**src/rtl/register_bus_sequencer.sv**
```systemverilog
// register_bus_sequencer
//   Initiator for the register file's rd0/rd1/wr buses. Takes one register-move
//   command at a time over a valid/ready handshake and runs it as a short
//   sequence of bus reads and writes: MOV, SWAP, CLEAR (every register), LOADI.
//
// Ports
//   clk, reset             clock (rising edge), asynchronous active-low reset
//   cmd_valid/cmd_ready    command handshake; ready only while IDLE
//   cmd_op                 00 MOV, 01 SWAP, 10 CLEAR, 11 LOADI
//   cmd_a, cmd_b, cmd_imm  destination / source / immediate operands
//   done                   one-cycle pulse in the first IDLE cycle after the last write
//   rd0_*, rd1_*           read buses (data returns combinationally, same cycle)
//   wr_*                   write bus (register file loads at the rising edge)
module register_bus_sequencer #(
  parameter int ADDR_BITS = 3,
  parameter int DATA_BITS = 8
) (
  input  logic                 clk,
  input  logic                 reset,
  input  logic                 cmd_valid,
  output logic                 cmd_ready,
  input  logic [1:0]           cmd_op,
  input  logic [ADDR_BITS-1:0] cmd_a,
  input  logic [ADDR_BITS-1:0] cmd_b,
  input  logic [DATA_BITS-1:0] cmd_imm,
  output logic                 done,
  output logic [ADDR_BITS-1:0] rd0_addr,
  output logic                 rd0_en,
  input  logic [DATA_BITS-1:0] rd0_data,
  output logic [ADDR_BITS-1:0] rd1_addr,
  output logic                 rd1_en,
  input  logic [DATA_BITS-1:0] rd1_data,
  output logic [ADDR_BITS-1:0] wr_addr,
  output logic                 wr_en,
  output logic [DATA_BITS-1:0] wr_data
);

  typedef enum logic [2:0] {
    S_IDLE, S_MOV, S_LDI, S_SWAP_RD, S_SWAP_WA, S_SWAP_WB, S_CLR
  } state_t;

  localparam logic [ADDR_BITS-1:0] CNT_MAX = {ADDR_BITS{1'b1}};

  state_t                 state_q, state_d;
  logic [ADDR_BITS-1:0]   a_q, a_d, b_q, b_d, cnt_q, cnt_d;
  logic [DATA_BITS-1:0]   imm_q, imm_d, tmp_a_q, tmp_a_d, tmp_b_q, tmp_b_d;
  logic                   done_q, done_d;

  always_ff @(posedge clk or negedge reset) begin
    if (!reset) begin
      state_q <= S_IDLE;
      a_q     <= '0;
      b_q     <= '0;
      imm_q   <= '0;
      tmp_a_q <= '0;
      tmp_b_q <= '0;
      cnt_q   <= '0;
      done_q  <= 1'b0;
    end else begin
      state_q <= state_d;
      a_q     <= a_d;
      b_q     <= b_d;
      imm_q   <= imm_d;
      tmp_a_q <= tmp_a_d;
      tmp_b_q <= tmp_b_d;
      cnt_q   <= cnt_d;
      done_q  <= done_d;
    end
  end

  assign cmd_ready = (state_q == S_IDLE);
  assign done      = done_q;

  // The opcode is not stored separately: the state entered on accept encodes it.
  always_comb begin
    state_d  = state_q;
    a_d      = a_q;
    b_d      = b_q;
    imm_d    = imm_q;
    tmp_a_d  = tmp_a_q;
    tmp_b_d  = tmp_b_q;
    cnt_d    = cnt_q;
    done_d   = 1'b0;
    rd0_en   = 1'b0;
    rd0_addr = '0;
    rd1_en   = 1'b0;
    rd1_addr = '0;
    wr_en    = 1'b0;
    wr_addr  = '0;
    wr_data  = '0;
    case (state_q)
      S_IDLE: begin
        if (cmd_valid) begin
          a_d   = cmd_a;
          b_d   = cmd_b;
          imm_d = cmd_imm;
          case (cmd_op)
            2'b00:   state_d = S_MOV;
            2'b01:   state_d = S_SWAP_RD;
            2'b10:   state_d = S_CLR;
            default: state_d = S_LDI;
          endcase
        end
      end
      S_MOV: begin
        rd0_en   = 1'b1;
        rd0_addr = b_q;
        wr_en    = 1'b1;
        wr_addr  = a_q;
        wr_data  = rd0_data;
        done_d   = 1'b1;
        state_d  = S_IDLE;
      end
      S_LDI: begin
        wr_en   = 1'b1;
        wr_addr = a_q;
        wr_data = imm_q;
        done_d  = 1'b1;
        state_d = S_IDLE;
      end
      S_SWAP_RD: begin
        rd0_en   = 1'b1;
        rd0_addr = a_q;
        rd1_en   = 1'b1;
        rd1_addr = b_q;
        tmp_a_d  = rd0_data;
        tmp_b_d  = rd1_data;
        state_d  = S_SWAP_WA;
      end
      S_SWAP_WA: begin
        wr_en   = 1'b1;
        wr_addr = a_q;
        wr_data = tmp_b_q;
        state_d = S_SWAP_WB;
      end
      S_SWAP_WB: begin
        wr_en   = 1'b1;
        wr_addr = b_q;
        wr_data = tmp_a_q;
        done_d  = 1'b1;
        state_d = S_IDLE;
      end
      S_CLR: begin
        wr_en   = 1'b1;
        wr_addr = cnt_q;
        // Counter returns to zero on the last address so it never wraps past the top.
        if (cnt_q == CNT_MAX) begin
          cnt_d   = '0;
          done_d  = 1'b1;
          state_d = S_IDLE;
        end else begin
          cnt_d = cnt_q + 1'b1;
        end
      end
      default: state_d = S_IDLE;
    endcase
  end

endmodule

```
**config.mk**
```make
export PLATFORM = sky130hd
export DESIGN_NAME = register_bus_sequencer
export DESIGN_NICKNAME = d
export VERILOG_FILES = /design/src/rtl/register_bus_sequencer.sv
export SDC_FILE = /design/constraint.sdc
export NUM_CORES = 1
export LEC_CHECK = 0
export CELL_PAD_IN_SITES_DETAIL_PLACEMENT = 1
export CELL_PAD_IN_SITES_GLOBAL_PLACEMENT = 1
export CORE_ASPECT_RATIO = 0.6
export CORE_MARGIN = 2
export CORE_UTILIZATION = 36
export DETAILED_ROUTE_END_ITERATION = 16
export GPL_ROUTABILITY_DRIVEN = 0
export PLACE_DENSITY = 0.88
export SLEW_MARGIN = 20
export SYNTH_ARGS = -nofsm -noshare
export SYNTH_HDL_FRONTEND = slang
export SYNTH_SLANG_ARGS = --single-unit
export TNS_END_PERCENT = 50
```
**constraint.sdc**
```tcl
create_clock -name clk -period 2.4 [get_ports clk]
set_clock_uncertainty 0.2 [all_clocks]
set_input_delay 0.24 -clock clk [delete_from_list [all_inputs] [get_ports clk]]
set_output_delay 0.24 -clock clk [all_outputs]
set_load 0.005 [all_outputs]
```
==> results of run 1 <==
-- layer usage --
layer,up-vias,wire length [microns],track usage
met5,-,0,0
met4,0,34,0.05284
met3,4,328,0.04994
met2,55,2528,0.3098
met1,813,2761,0.2720
li1,741,-,-
-- flip-flops by register name, summed over array words and instances, names as in the netlist --
signal,count
imm_q,8
tmp_a_q,8
tmp_b_q,8
a_q,3
b_q,3
cnt_q,3
state_q,3
done,1
-- metrics by stage --
step	total power, mW	hold slack (ns)	util	setup slack [ns]
after floorplan	2.181	-0.2556	-	0.6093
after global placement	2.912	0.1753	0.5102	0.2372
after detailed placement	3.007	0.1929	0.5102	0.1936
after CTS	3.717	0.2934	0.5449	-0.005662
after global routing	3.985	0.2919	0.5549	-0.06999
final	3.725	0.3109	0.5549	0.02675
-- cell families after synthesis --
logic type               share of synthesized area
multiplexers                                0.2693
AO/OA/AOI/OAI                               0.1095
AND/OR/NAND/NOR                            0.08593
buffers and inverters                      0.05155
adder cells (fa/ha/maj)                    0.01273
flip-flops                                  0.4710
-- critical path, cell delays in order (launching register included) --
cell             delay (ns)
dfrtp_2                0.46
buf_4                  0.19
nand2b_4               0.16
inv_2                  0.07
nand2_2                0.12
nor2_1                 0.13
clkdlybuf4s50_1        0.51
-- synthesized netlist by cell type, types with 3 or more instances --
library cell	n
mux2_4	3
mux2_2	34
inv_1	4
buf_6	3
o21ai_0	17
clkbuf_1	4
a21oi_1	6
nor2b_1	3
a22oi_1	7
dfrtp_1	37
mux2i_1	9
buf_2	3
a211o_1	3
nor2_1	8
nand2_1	12
-- what timing repair did --
action / CTS / global route
hold buffers: 1 / 0
setup endpoints to repair: 16 / 15
gates resized for setup: 9 / 19
buffers inserted: 4 / 0
pin swaps: 0 / 3
hold endpoints to repair: 37 / 0
-- power groups by stage --
stage | clock network, mW | logic, mW | registers (mW)
final | 0.643 | 1.91 | 1.18
after floorplan | 0 | 1.10 | 1.08
after global placement | 0 | 1.76 | 1.15
after global routing | 0.691 | 2.07 | 1.22
after CTS | 0.662 | 1.88 | 1.17
after detailed placement | 0 | 1.82 | 1.18
-- how the worst max path moves through the flow --
| stage | to | startpoint | depth (start not counted) | slack, ns |
|---|---|---|---|---|
| 2_1_floorplan | imm_q[5] | state_q[1] | 4 | 0.61 |
| 3_5_place_dp | wr_data[6] | state_q[0] | 6 | 0.19 |
| 6_report | rd1_addr[1] | state_q[2] | 6 | 0.03 |
| 5_1_grt | rd1_addr[0] | state_q[2] | 6 | -0.07 |
| 3_3_place_gp | wr_addr[2] | state_q[2] | 5 | 0.24 |
| 4_1_cts | wr_data[6] | state_q[0] | 6 | -0.006 |
-- final cells by class --
cell class / instances / area [sq um] / share of cell area
inverter: 6 / 22.52 / 0.007874
sequential: 37 / 928.4 / 0.3246
multi-input combinational: 116 / 953.4 / 0.3333
clock inverter: 3 / 65.06 / 0.02275
tap: 66 / 82.58 / 0.02887
timing repair buffer: 75 / 739.5 / 0.2585
clock buffer: 5 / 68.82 / 0.02406
==> impl_metrics.ini, run 1 <==
[status]
status = finished clean

[die]
die_x_microns = 99.40
row_count = 20
io_pins = 57
dieHeight_microns = 61.24
core_area_sq_um = 5155
die_area_sq_um = 6086
start_util = 0.3813

[critical_path]
critPathKind = register to output port
r2r_start = state_q[2]
worstPathArrival_ns = 1.93
r2r-end = tmp_a_q[7]
cp-start-kind = register
r2r_cells = 7
worstPathRequired_ns = 1.96
rrSetupSlack_ns = 0.37
critPathMaxFanout = 7
crit_path_end_kind = output port

[timing]
fin_crit_ns = 2.373
tns_ns = 0
rsz0062_at_grt = true
final_max_slew_viol_count = 0
tightestPinTransition_ns = 0.8385
finalCritPeriodShare = 0.9889
fmax_ghz = 0.4214
finalHoldViolations = 0
finalSetupViolCount = 0
relSlewSlack = 0.4410

[clock_network]
clockBufferDepth = 2
cts_num_sinks = 37
numCtsBuffers = 5
clk_latency_ns = 0.29
cts.clk_slew.worst_paths_ns = 0.08
h-tree-depth = 2
clock_tree.root_cell = clkbuf_8
cts_tree = built

[route]
drc = 0
wirelength_microns = 5652
vias = 1613
vias_per_cell = 5.237
wl_per_cell_microns = 18.35
dr.first_iter.drc_count = 42
first_pass_iters = 4
ant_nets = 0

[placed_design]
dpl.hpwl_microns = 3960
port_buffers = 56
dp.cells = 295
placed_cell_area_sq_um = 2630

[pwr]
power_leakage_nw = 1.350
pwr-share-seq = 0.316
ir_worst_vdd_mv = 0.4356
p_per_area_nw_per_um2 = 1302
switchingPower_mw = 1.265
internal_power_mw = 2.460
clkPwrFrac = 0.173
swShare = 0.3397
pwr-share-comb = 0.512

[hold_path]
hold_class = register to register
min_to = tmp_b_q[5]
min_from = tmp_b_q[5]
hold_path_depth = 1

[synthesis]
ys_seq_area_frac = 0.4710
synth.distinct_cells = 28
syn_inst = 171
async_flop_share = 1.000
netlist_area_sq_um = 1966
synthDominantCellAreaShare = 0.4710
synth_top_cell_by_area = dfrtp_1
ys_seq_elements = 37
synthTopCellsByArea = dfrtp_1 (47%), mux2_2 (19%), mux2i_1 (4.6%)
synth_edf_count = 0
synth_top_flop_cell = dfrtp_1
synth_nets = 208
yosys_warnings = 0
syn_avg_cell_area_sq_um = 11.49

[layout]
nets = 278
syn_to_final_growth_pct = 45.51
diodes = 0
final_common_cell = clkdlybuf4s50_1
nFillCells = 565
layout_common_cells = clkdlybuf4s50_1 (44), dfrtp_1 (35), mux2_2 (34)
layout.cells.non_filler = 308
drive_gt1_frac = 0.3017
stdcell_area_sq_um = 2860

[global_route]
grt_pass1_wl_microns = 8894
grt_pass1_vias = 1692
grt_max_degree = 38
antenna_found_initial = 0
grt_usage = 0.1954
grt_overflow = 0

[flow_run]
drv_cap = 0
(Power assumes the default switching activity.)
==> run 2, diff against run 1 <==
- CELL_PAD_IN_SITES_DETAIL_PLACEMENT: 1 -> unset
- CELL_PAD_IN_SITES_GLOBAL_PLACEMENT: 1 -> unset
- CORE_UTILIZATION: 36 -> 45
- PLACE_DENSITY: 0.88 -> 0.86
==> run 2 against run 1 <==
Effect of this change:
- global-route usage is 0.86 points higher
- clock power barely moved
- utilization up 12 points
- first-iteration DRC count grew to 3.2 times the previous value
- cell count down 2.9%
- count of clock-buffer cells in the layout did not move
- sequential share of layout area up 0.59 points
- flip-flop and latch count unchanged
- worst hold slack got worse by 0.018 ns
- register-to-register slack got worse by 0.02 ns
- critical endpoint is now rd1_en
==> impl_metrics.ini, run 2 (synthesized netlist as in run 1, its figures left out) <==
[timing]
rsz0062_at_grt = true
tns_ns = 0
finalHoldViolations = 0
finalCritPeriodShare = 0.9897
relSlewSlack = 0.4502
finalSetupViolCount = 0
fmax_ghz = 0.4210
tightestPinTransition_ns = 0.8247
timing.final.ws_setup_ns = 0.02465
final_max_slew_viol_count = 0
fin_crit_ns = 2.375

[route]
ant_nets = 0
vias_per_cell = 5.171
dr.first_iter.drc_count = 134
wl_per_cell_microns = 15.68
wl_met1_microns = 2223
first_pass_iters = 4
wl_met2_microns = 2078
drc = 0
highest_layer = met4
wl_met3_microns = 322
wirelength_microns = 4687
vias = 1546

[clock_network]
clk_latency_ns = 0.30
clock_tree.root_cell = clkbuf_8
cts.clk_slew.worst_paths_ns = 0.08
h-tree-depth = 2
cts_tree = built
numCtsBuffers = 5
cts_num_sinks = 37
clockBufferDepth = 2

[critical_path]
cp-start-kind = register
worstPathRequired_ns = 1.96
r2r-end = tmp_a_q[6]
rrSetupSlack_ns = 0.35
r2r_cells = 7
critPathMaxFanout = 10
crit_path_end_kind = output port
worstPathArrival_ns = 1.94
r2r_start = state_q[2]
critPathKind = register to output port

[layout]
top_regs = imm_q x8, tmp_a_q x8, tmp_b_q x8
nFillCells = 322
syn_to_final_growth_pct = 42.71
drive_gt1_frac = 0.2929
nets = 275
final_common_cell = clkdlybuf4s50_1
diodes = 0
layout_common_cells = clkdlybuf4s50_1 (49), dfrtp_1 (36), mux2_2 (34)
stdcell_area_sq_um = 2805

[placed_design]
placed_cell_area_sq_um = 2615
port_buffers = 56
pre_cts_slack_ns = 0.2549
dpl.hpwl_microns = 3427

[status]
status = finished clean

[global_route]
grt_usage = 0.2040
grt_pass1_vias = 1474
grt_max_degree = 38
antenna_found_initial = 0
grt_overflow = 0
grt_pass1_wl_microns = 7176

[pwr]
ir_worst_vdd_mv = 0.6443
p_per_area_nw_per_um2 = 1288
power_leakage_nw = 1.271

[die]
core_area_sq_um = 4144
die_area_sq_um = 4930
dieHeight_microns = 55.20
row_count = 18
start_util = 0.4743
io_pins = 57
die_x_microns = 89.33

[hold_path]
hold_class = register to register
min_from = tmp_a_q[0]
min_to = tmp_a_q[0]
hold_path_depth = 1

[flow_run]
drv_cap = 0
[run 2: cell count changes in the layout (fill, tap and decap cells not counted), sizes merged]
cell / change
clkdlybuf4s50: +5
dlygate4sd2: -2
dlymetal6s2s: -3
buf: -3
[run 2: timing repair]
item / in CTS / in global routing
buffers inserted: 2 / 0
resized for setup: 5 / 14
pin swaps: 0 / 1
hold buffers: 1 / 0
setup endpoints to repair: 11 / 14
hold endpoints to repair: 37 / 0
[run 2: worst max path at each step]
stage,start,endpoint,slack [ns],cells past startpoint
2_1_floorplan,state_q[1],imm_q[5],0.61,4
3_3_place_gp,state_q[0],wr_data[0],0.30,6
3_5_place_dp,state_q[1],wr_data[1],0.25,5
4_1_cts,state_q[0],wr_data[4],0.007,6
5_1_grt,state_q[0],wr_data[1],-0.06,6
6_report,state_q[2],rd1_en,0.02,6
[run 2: final cells by class]
class / instances / area (sq um) / area share
tap: 60 / 75.07 / 0.02676
multi-input combinational: 116 / 945.9 / 0.3372
timing repair buffer: 72 / 700.7 / 0.2498
inverter: 6 / 22.52 / 0.008029
clock buffer: 5 / 68.82 / 0.02453
sequential: 37 / 927.1 / 0.3305
clock inverter: 3 / 65.06 / 0.02319
[run 2: metrics by stage]
step / instances / hold slack, ns / total power [mW] / utilization
after global routing: 299 / 0.3264 / 3.862 / 0.6769
after detailed placement: 288 / 0.1822 / 2.940 / 0.6310
after CTS: 299 / 0.2912 / 3.619 / 0.6703
final: 299 / 0.2928 / 3.614 / 0.6769
after floorplan: 171 / -0.2556 / 2.181 / -
after global placement: 288 / 0.1835 / 2.876 / 0.6310
[run 2: where the power goes]
| part | switching [mW] | total (mW) | internal, mW |
|---|---|---|---|
| logic | 0.735 | 1.82 | 1.08 |
| clock network | 0.231 | 0.643 | 0.413 |
| registers | 0.218 | 1.15 | 0.935 |
[run 2: critical path: stages (launching register included)]
cell and delay, ns:
dfrtp_2 0.44, buf_4 0.19, nand2b_4 0.17, inv_2 0.07, nand2_2 0.11, inv_2 0.15, clkdlybuf4s50_1 0.52
[run 2: routing by layer]
metal / up-vias / global-route usage
met4: 0 / 0.07960
met1: 744 / 0.2883
met2: 54 / 0.3049
met3: 6 / 0.05045
li1: 742 / -
met5: - / 0
==> run 3, diff against run 2 <==
- CORE_ASPECT_RATIO: 0.6 -> unset
==> run 3 against run 2 <==
Effect of this change:
- clock power decreased by 34%
- register-to-register slack better by 0.10 ns
- maximum frequency up 1.8%
- worst hold slack better by 0.0052 ns
- count of clock-buffer cells in the layout grew 3
- utilization fell by 4.0 points
- sequential share of layout area up 0.95 points
- wire length decreased by 6.8%
- critical path depth is the same
- final area fell by 2.5%
- critical path type unchanged
- largest power group unchanged
==> impl_metrics.ini, run 3 (synthesized netlist as in run 1, its figures left out) <==
[clock_network]
clk_latency_ns = 0.29
clock_tree.root_cell = clkbuf_8
numCtsBuffers = 5
cts_num_sinks = 37
cts_tree = built
clockBufferDepth = 2
h-tree-depth = 2
cts.clk_slew.worst_paths_ns = 0.07

[global_route]
grt_pass1_wl_microns = 7189
grt_overflow = 0
grt_pass1_vias = 1525
grt_usage = 0.1896
grt_max_degree = 38
antenna_found_initial = 0

[pwr]
pwr-share-comb = 0.529
power.total_mw = 3.377
p_per_area_nw_per_um2 = 1235
internal_power_mw = 2.238
swShare = 0.3373
power_leakage_nw = 1.181
switchingPower_mw = 1.139
pwr-share-seq = 0.345
ir_worst_vdd_mv = 0.6436
clkPwrFrac = 0.125

[layout]
syn_to_final_growth_pct = 39.08
drive_gt1_frac = 0.2822
stdcell_area_sq_um = 2734
nFillCells = 358
layout.cells.non_filler = 293
top_regs = imm_q x8, tmp_a_q x8, tmp_b_q x8
final_common_cell = clkdlybuf4s50_1
diodes = 0
layout_common_cells = clkdlybuf4s50_1 (53), mux2_2 (34), dfrtp_1 (34)
post-route-util = 0.6367
nets = 277

[flow_run]
drv_cap = 0

[route]
vias_per_cell = 5.177
dr.first_iter.drc_count = 87
wirelength_microns = 4370
drc = 0
ant_nets = 0
vias = 1517
wl_per_cell_microns = 14.91
first_pass_iters = 4

[critical_path]
crit_path_end_kind = output port
critPathKind = register to output port
worstPathArrival_ns = 1.89
critPathMaxFanout = 7
cp-start-kind = register
worstPathRequired_ns = 1.96

[timing]
finalHoldViolations = 0
final_max_slew_viol_count = 0
finalSetupViolCount = 0
tns_ns = 0
relSlewSlack = 0.4656
timing.hold.ws_ns = 0.2980
finalCritPeriodShare = 0.9723
timing.final.ws_setup_ns = 0.06648
fmax_ghz = 0.4285
tightestPinTransition_ns = 0.8016
fin_crit_ns = 2.334

[die]
dieHeight_microns = 70.09
core_area_sq_um = 4294
die_area_sq_um = 4913
die_x_microns = 70.09
row_count = 24
start_util = 0.4578
io_pins = 57

[placed_design]
dpl.hpwl_microns = 3171
pre_cts_slack_ns = 0.2311
port_buffers = 56
placed_cell_area_sq_um = 2590
dp.cells = 278

[status]
status = finished clean

[hold_path]
hold_class = primary input to register
-- run 3: power groups by stage --
stage,Sequential [mW],Clock [mW],Combinational (mW)
floorplan,1.08,0,1.10
global placement,1.16,0,1.68
detailed placement,1.18,0,1.72
CTS,1.18,0.434,1.72
global route,1.21,0.451,1.96
finish,1.17,0.423,1.79
-- run 3: worst paths after layout --
kind	from	to	slack [ns]	depth (start not counted)
max	state_q[1]	wr_data[4]	0.07	6
min	cmd_b[0]	b_q[0]	0.30	3
max reg2reg	state_q[2]	a_q[2]	0.45	5
min reg2reg	tmp_b_q[7]	tmp_b_q[7]	0.31	1
max in group asynchronous	reset	state_q[0]	1.07	2
min in group asynchronous	reset	b_q[1]	0.37	2
-- run 3: layer usage --
layer  wire [microns]  up-vias  track usage
met1             2014      731       0.2460
met3              182        8      0.04329
met4               76        0      0.07692
li1                 -      743            -
met2             2096       35       0.3069
met5                0        -            0
-- run 3: timing repair --
item	4_1_cts	5_1_grt
endpoints found under the hold margin	37	0
endpoints found under the setup margin	7	7
resized for setup	5	6
buffers inserted	0	6
cloned	0	0
hold buffers	1	0
-- run 3: area by class of cell --
type,count,area [sq um],area share
inverters,6,22.52,0.008238
well taps,52,65.06,0.02380
repair buffers,74,698.2,0.2554
multi-input cells,116,938.4,0.3432
flip-flops and latches,37,929.6,0.3400
clock buffers,8,80.08,0.02929
-- run 3: critical path, stage by stage (launching register included) --
cell,delay (ns)
dfrtp_2,0.46
buf_4,0.16
nor2b_1,0.14
buf_4,0.17
nand2_1,0.05
o21ai_0,0.08
clkdlybuf4s50_1,0.53
